File: src/rtl/qed_consistency_checker_pkg.sv
// qed_pkg: shared constants and encodings for the QED commit-side consistency checker.
package qed_pkg;

    localparam int unsigned QED_NUM_PAIRS  = 16;
    localparam int unsigned QED_DUP_OFFSET = 16;

    // Last pair index visited by a sweep (pair 0 is never compared).
    localparam logic [3:0] QED_LAST_PAIR = 4'(QED_NUM_PAIRS - 1);

    typedef enum logic [1:0] {
        QED_FAIL_MISMATCH = 2'd0,
        QED_FAIL_ORDER    = 2'd1,
        QED_FAIL_RANGE    = 2'd2,
        QED_FAIL_OVERFLOW = 2'd3
    } qed_fail_e;

    typedef enum logic [1:0] {
        QED_TRACK = 2'd0,
        QED_CHECK = 2'd1,
        QED_FAIL  = 2'd2
    } qed_state_e;

endpackage

File: src/rtl/qed_consistency_checker_shadow_rf.sv
// qed_shadow_rf: 32x32 shadow of the architectural register file, one write
// port, two combinational read ports returning pair (rN, rN+16).
module qed_shadow_rf
    import qed_pkg::*;
(
    input  logic        clk,
    input  logic        rst_n,
    input  logic        we_i,
    input  logic [4:0]  waddr_i,
    input  logic [31:0] wdata_i,
    input  logic [3:0]  pair_i,
    output logic [31:0] orig_o,
    output logic [31:0] dup_o
);

    logic [31:0] regs_q [32];

    // Mirror committed writes; r0 is never written so it reads as zero.
    always_ff @(posedge clk or negedge rst_n) begin
        if (!rst_n) begin
            for (int unsigned i = 0; i < 32; i++) begin
                regs_q[i] <= '0;
            end
        end else if (we_i && (waddr_i != '0)) begin
            regs_q[waddr_i] <= wdata_i;
        end
    end

    assign orig_o = regs_q[{1'b0, pair_i}];
    assign dup_o  = regs_q[5'(pair_i) + 5'(QED_DUP_OFFSET)];

endmodule

File: config.mk
export PLATFORM = sky130hd
export DESIGN_NAME = qed_shadow_rf
export DESIGN_NICKNAME = d
export VERILOG_FILES = /design/src/rtl/qed_consistency_checker_pkg.sv /design/src/rtl/qed_consistency_checker_shadow_rf.sv
export SDC_FILE = /design/constraint.sdc
export NUM_CORES = 1
export LEC_CHECK = 0
export BUFFER_PORTS_ARGS = -buffer_cell sky130_fd_sc_hd__buf_2
export CORE_UTILIZATION = 25
export DETAILED_ROUTE_END_ITERATION = 6
export PLACE_DENSITY = 0.47
export SLEW_MARGIN = 40
export SYNTH_ARGS = -nofsm -noshare
export SYNTH_HDL_FRONTEND = slang
export SYNTH_SLANG_ARGS = --single-unit
File: constraint.sdc
create_clock -name clk -period 1.7 [get_ports clk]
set_clock_uncertainty 0.05 [all_clocks]
set_input_delay 0.17 -clock clk [delete_from_list [all_inputs] [get_ports clk]]
set_output_delay 0.17 -clock clk [all_outputs]
set_load 0.02 [all_outputs]
==> results by group, run 1 <==
Clocking
  • Clk slew on worst S/H paths: 0.06 ns
  • Root buf cell: clkbuf_16
  • Number of buffers created by CTS: 110
  • CTS tree: yes
  • # H-tree levels: 3
  • Clock sinks: roughly 1000
  • Clock latency on the worst-skew pair: 0.73 ns
  • Clock Path Buffers: 3

Synthesis
  • #FFs+latches synth: 1024
  • Syn nets: 2870
  • Syn_area_per_cell: 16.2 um2
  • Synth top area share: 56.0%
  • Ys Warns: 0
  • Netlist cell types: 23
  • Biggest area consumer among synthesized cells: dfrtp_1
  • Top post-synthesis cells by area: dfrtp_1, mux2_2, mux4_2, mux2_4, a22oi_1
  • Synth Instances: 2826
  • Sequential element share of the synthesized area: a little under three fifths
  • Post-Syn Area: 0.0458 mm2

Routing
  • 1st-pass router iterations: 4
  • Starting DRC count in detailed routing: between 1000 and 1500
  • Via density: ~4.6
  • Highest routed layer: met4
  • Final ANT Viol Nets: 0
  • Met2 WL: 67200 um
  • Via count: approximately 25000
  • Wire length on met1: around 60000 um
  • Total Routed Length: 132000 um
  • Met3 wire length: 2940 um
  • DR WL/cell: 24.1 um
  • DR DRC count: 0

Pwr
  • Max IR drop VDD: 939 uV
  • Pwr/cell area: 1230 mW/mm2
  • Leak Pwr: 25.2 nW

STA
  • Final period util: 140%
  • Worst slew margin: a little under 50%
  • Final WS setup: -0.680 ns
  • RSZ-0062 raised after global routing: yes
  • Worst-Margin Slew: approximately 0.76 ns
  • Fmax: about 420 MHz
  • Number of setup violations in the final report: 64
  • Pins Over Slew Limit: 0
  • Hold Vio Cnt, Final: 0
  • Minimum clock period after layout: 2.38 ns

Critical path
  • CP endpoint kind: output port
  • Cells along the critical path: mux4_2 > a22oi_2 > buf_4 > nand2_2 > buf_2
  • Startpoint Class: flip-flop
  • Slowest stage cell, crit path: mux4_2
  • CP Data Required Time: 1.48 ns
  • WP data arrival: 2.16 ns
  • Max FO, Critical Path: 2
  • WS Path Type: flip-flop to output port
  • CP peak stage delay: approximately 0.46 ns

Cells and area
  • Biggest regs: regs_q (1024)
  • Largest Register: regs_q
  • Max reg flops: 1024
  • Layout cells sized above 1: 65.1%
  • Layout Utilization: 31.7%
  • Area grow syn2layout: 25.4%
  • Layout Nets: 3074
  • Finished Layout Cells: 5501

Global route
  • GRT Resource Usage Total: 14.5%
  • Total global routing overflow: 0
  • Initial antenna violation count: 11
  • Global-route wire length before repair: 199000 um
  • Largest net degree at the start of global routing: 99
  • Vias in the first global route: 28010

Run status
  • Failing checks: setup timing
  • Status: finished with violations

Placement
  • Placer Congestion: between 0.7 and 0.8
  • Post-DP HPWL: 85300 um
  • Pre-CTS WS: -0.486 ns
  • Placed insts: roughly 5300
  • Port Buf Inserts: 107

Die
  • Total I/O pin count: 108
  • Die height: between 400 and 500 um
  • Starting Density: 25.2%
  • Die W: 430 um
  • # rows: between 150 and 200
  • Placeable Area: ~0.18 mm2
  • Die area: 0.185 mm2

Worst hold path
  • Worst Hold Class: input port to flip-flop

Run
  • MaxCap Viol Count: 0
==> area by class of cell <==
class | count | area (um2)
clock inverters | 59 | 927
clock buffers | 149 | 3200
flip-flops and latches | 1024 | 25600
well taps | 2370 | 2970
multi-input cells | 1489 | 19700
fillers | 17615 | 124000
repair buffers | 405 | 4950
diodes | 5 | 12.5
==> placed cells by master (no fill, tap or decap), types with 2 or more instances in the layout <==
cell	instances
inv_16	2
nand2_4	16
and4bb_2	3
mux2_4	90
mux2_1	12
buf_12	136
buf_2	41
bufinv_16	19
clkinv_2	26
or3_4	3
nand2b_1	2
nor2_4	13
clkinv_16	4
and3_2	3
diode_2	5
clkbuf_1	9
buf_8	3
clkbuf_8	30
nor2b_4	2
dfrtp_1	1024
mux4_2	256
clkbuf_16	110
buf_6	65
a22oi_1	18
nor2b_1	2
dlygate4sd3_1	18
mux2_2	890
nand2_2	59
clkinvlp_4	5
a22oi_2	110
inv_6	2
buf_4	142
nand4b_1	3
==> per-layer routing <==
metal | up-vias | GRT usage, %
met5 | - | 0
met4 | 0 | 4.62
met3 | 165 | 1.59
met2 | 306 | 25.0
met1 | 13921 | 19.1
li1 | 10905 | -
==> cells in the mapped netlist (all sizes together) <==
master	n
clkbuf	175
dfrtp	1024
mux4	256
nand4	1
nand4b	3
nor4b	1
nand3	1
a22oi	128
nor3	1
mux2	992
and2	1
and4bb	3
nand2b	2
nand2	76
or3	3
and3	3
nor2	14
buf	138
nor2b	4
==> where the power goes <==
group	switching [mW]	internal, mW
clock network	10.8	16.2
registers	2.26	29.0
logic	4.88	7.45
total	17.9	52.6
==> critical path, delay by kind of cell, from the launching register on <==
family / cells / cell delay [ns]
and+or+nand+nor: 1 / 0.04
DFF: 1 / 0.38
muxes: 1 / 0.46
AOI/OAI and AO/OA: 1 / 0.19
buffers and inverters: 2 / 0.32
==> path summary, 6_finish.rpt <==
check	start	end	slack, ns	depth (start not counted)
max in group asynchronous	rst_n	regs_q[255]	0.55	3
min in group asynchronous	rst_n	regs_q[489]	0.13	3
hold / removal	wdata_i[5]	regs_q[709]	0.07	3
setup / recovery	regs_q[727]	orig_o[23]	-0.68	5
setup reg to reg	regs_q[712]	regs_q[712]	0.66	3
hold reg to reg	regs_q[1023]	regs_q[1023]	0.32	0
==> kinds of logic (layout without fill, tap and decap cells) <==
logic type	count (synthesis)	in the layout	synth area share (%)
multiplexers	1248	1248	37.7
flip-flops	1024	1024	56.0
buffers and inverters	313	613	3.05
AO/OA/AOI/OAI	128	128	2.10
AND/OR/NAND/NOR	113	113	1.13
other	0	5	0
==> stage by stage <==
stage	cell area (um2)	hold WS, ns	TNS [ns]	power [mW]
final	57400	0.0693	-37.86	70.5
after global routing	57400	0.0606	-43.74	73.8
after CTS	57300	0.00873	-43.68	71.5
after detailed placement	52000	0.0509	-30.52	43.2
after global placement	52000	0.0522	-30.74	42.9
after floorplan	46100	-0.176	-0.0879	39.1
==> what timing repair did <==
action / CTS / global route
gates resized for setup: 234 / 21
pin swaps: 119 / 21
hold endpoints to repair: 1380 / 0
buffers inserted: 3 / 1
endpoints found under the setup margin: 64 / 64
hold buffers: 18 / 0
Power figures use the tool's default switching activity.
==> inputs of run 2 (changes only) <==
--- a/config.mk
+++ b/config.mk
@@ -7,8 +7,11 @@
 export LEC_CHECK = 0
 export BUFFER_PORTS_ARGS = -buffer_cell sky130_fd_sc_hd__buf_2
 export CORE_UTILIZATION = 25
+export CTS_BUF_LIST = sky130_fd_sc_hd__clkbuf_8
 export DETAILED_ROUTE_END_ITERATION = 6
 export PLACE_DENSITY = 0.47
+export RECOVER_POWER = 50
+export SKIP_CTS_REPAIR_TIMING = 1
 export SLEW_MARGIN = 40
 export SYNTH_ARGS = -nofsm -noshare
 export SYNTH_HDL_FRONTEND = slang
==> run 2 against run 1 <==
Compared with the run above:
- the run still ends with setup timing left
- non-clock buffer count rose by 25
- total power is 7.1% lower
- highest routed layer unchanged
- worst hold slack lost 0.0070 ns
- maximum frequency shrank 6.0%
- sequential share of layout area rose by 1.5 points
- largest power group unchanged
- register-to-register slack gained 0.10 ns
- first-iteration DRC count rose by 4.6%
==> results by group, run 2 (synthesis results as in run 1) <==
Cells and area
  • Most common cell after layout, fill and taps aside: dfrtp_1
  • Multi-input logic area: 0.0193 mm2 (-2.2%)
  • Area grow syn2layout: 21.4%
  • Finished Layout Cells: 5630 (+2.3%)
  • Register area: 0.0256 mm2 (unchanged)
  • Fillers: 17996 (+2.2%)
  • Largest Register: regs_q
  • Layout cells sized above 1: 60.2% (-4.9 points)
  • Biggest regs: regs_q (1024)
  • Max reg flops: 1024 (unchanged)
  • Layout Utilization: 30.6% (-1.0 points)
  • Layout Nets: 3164 (+2.9%)
  • Commonest non-fill, non-tap cells in the layout: dfrtp_1, mux2_2, mux4_2

Clocking
  • Clk slew on worst S/H paths: 0.06 ns (about the same)
  • Number of buffers created by CTS: 175 (+59%)
  • Clock sinks: 1024 (unchanged)
  • Clock Path Buffers: 3 (unchanged)
  • CTS tree: yes
  • # H-tree levels: 4 (+1)
  • Root buf cell: clkbuf_8
  • Clock latency on the worst-skew pair: 0.87 ns (+0.14 ns)

Routing
  • 1st-pass router iterations: 4 (unchanged)
  • Final ANT Viol Nets: 0 (unchanged)
  • Via density: 4.60 (about the same)
  • DR DRC count: 0 (unchanged)
  • Total Routed Length: 134000 um (+1.3%)
  • DR WL/cell: 23.8 um (-1.0%)
  • Starting DRC count in detailed routing: 1206 (+4.6%)
  • Via count: 25897 (+2.4%)

Global route
  • Most Crowded Layer GR: met2
  • Initial antenna violation count: 8 (-3)
  • Vias in the first global route: 28441 (+1.5%)
  • Met1 usage: 18.9% (-0.15 points)
  • Global-route wire length before repair: 200000 um (+0.41%)
  • GRT met2 Usage: 25.1% (+0.037 points)
  • GRT Resource Usage Total: 14.7% (+0.13 points)
  • Total global routing overflow: 0 (unchanged)
  • Largest net degree at the start of global routing: 99 (unchanged)
  • GR Layer Usage met3: 2.15% (+0.56 points)

STA
  • Worst slew margin: 19.5% (-30 points)
  • Minimum clock period after layout: 2.53 ns (+0.152 ns)
  • Pins Over Slew Limit: 0 (unchanged)
  • Hold Vio Cnt, Final: 0 (unchanged)
  • Final WS setup: -0.831 ns (-0.152 ns)
  • Final period util: 149% (+8.9 points)
  • Number of setup violations in the final report: 567 (+790%)
  • RSZ-0062 raised after global routing: yes
  • Fmax: 395 MHz (-6.0%)
  • Worst-Margin Slew: 1.21 ns (+0.452 ns)

Pwr
  • Seq pwr share: 47.7% (+3.4 points)
  • Psw: 17.6 mW (-2.0%)
  • Clk network pwr share: 33.9% (-4.3 points)
  • Internal: 47.9 mW (-8.8%)
  • Pwr/cell area: 1180 mW/mm2 (-4.0%)
  • Leak Pwr: 24.6 nW (-2.4%)
  • Sw Ratio: 26.8% (+1.4 points)
  • Logic pwr share: 18.4% (+0.9 points)
  • Max IR drop VDD: 520 uV (-45%)

Critical path
  • WP buf/inv: 1 (-1)
  • CP endpoint kind: output port
  • Max FO, Critical Path: 2 (unchanged)
  • Slowest stage cell, crit path: mux4_2
  • CP peak stage delay: 0.47 ns (about the same)
  • WS Path Type: flip-flop to output port
  • Startpoint Class: flip-flop
  • WP data arrival: 2.31 ns (+0.15 ns)
  • CP Data Required Time: 1.48 ns (about the same)
  • Cells along the critical path: mux4_2 > a22oi_1 > nand2_2 > buf_2
  • Crit path max-delay family: multiplexers

Die
  • Die height: 430 um (unchanged)
  • Die W: 430 um (unchanged)
  • Placeable Area: 0.181 mm2 (unchanged)
  • Die area: 0.185 mm2 (unchanged)
  • # rows: 156 (unchanged)
  • Total I/O pin count: 108 (unchanged)
  • Starting Density: 25.2% (unchanged)

Placement
  • Post-DP HPWL: 85300 um (unchanged)
  • Port Buf Inserts: 107 (unchanged)
  • Placed insts: 5268 (unchanged)
  • Placer Congestion: 0.723 (unchanged)

Run status
  • Failing checks: setup timing
  • Status: finished with violations

Run
  • MaxCap Viol Count: 0 (unchanged)

Worst hold path
  • Worst Hold Class: input port to flip-flop
[run 2: metal layers]
metal | wire, um | share of wire, %
met1 | 58700 | 44
met2 | 67800 | 51
met3 | 3550 | 2.6
met4 | 4010 | 3.0
met5 | 0 | 0
[run 2: layout make-up]
| class | count | area share, % |
|---|---|---|
| Sequential cell | 1024 | 46.1 |
| Antenna cell | 7 | 0.0315 |
| Tap cell | 2370 | 5.34 |
| Timing Repair Buffer | 430 | 7.51 |
| Clock buffer | 221 | 5.48 |
| Clock inverter | 89 | 0.797 |
| Multi-Input combinational cell | 1489 | 34.7 |
[run 2: worst paths after layout]
kind,depth (start not counted),end,startpoint,slack (ns)
max,4,dup_o[15],regs_q[143],-0.83
min,5,regs_q[835],we_i,0.06
max reg2reg,2,regs_q[712],regs_q[712],0.76
min reg2reg,0,regs_q[1023],regs_q[1023],0.32
max in group asynchronous,6,regs_q[180],rst_n,-0.43
min in group asynchronous,4,regs_q[260],rst_n,0.87
[run 2: worst reg2reg max path: stages (launching register included)]
cell	delay [ns]
dfrtp_1	0.40
buf_4	0.14
mux2_4	0.24
[run 2: power groups by stage]
stage	sequential, mW	combinational (mW)	clock (mW)
final	31.2	12.0	22.2
after global routing	31.8	13.0	24.2
after CTS	31.2	11.6	23.2
after detailed placement	31.6	11.6	0
after global placement	31.6	11.4	0
after floorplan	30.8	8.29	0
[run 2: metrics by stage]
| step | TNS (ns) | power [mW] | setup slack, ns | area (um2) | hold slack, ns |
|---|---|---|---|---|---|
| floorplan | -0.0879 | 39.1 | -0.00187 | 46100 | -0.176 |
| CTS | -61.29 | 66.0 | -1.11 | 55500 | -0.958 |
| global route | -179.02 | 69.0 | -0.968 | 55600 | 0.0188 |
| detailed placement | -30.52 | 43.2 | -0.486 | 52000 | 0.0509 |
| finish | -150.48 | 65.5 | -0.831 | 55600 | 0.0622 |
| global placement | -30.74 | 42.9 | -0.499 | 52000 | 0.0522 |
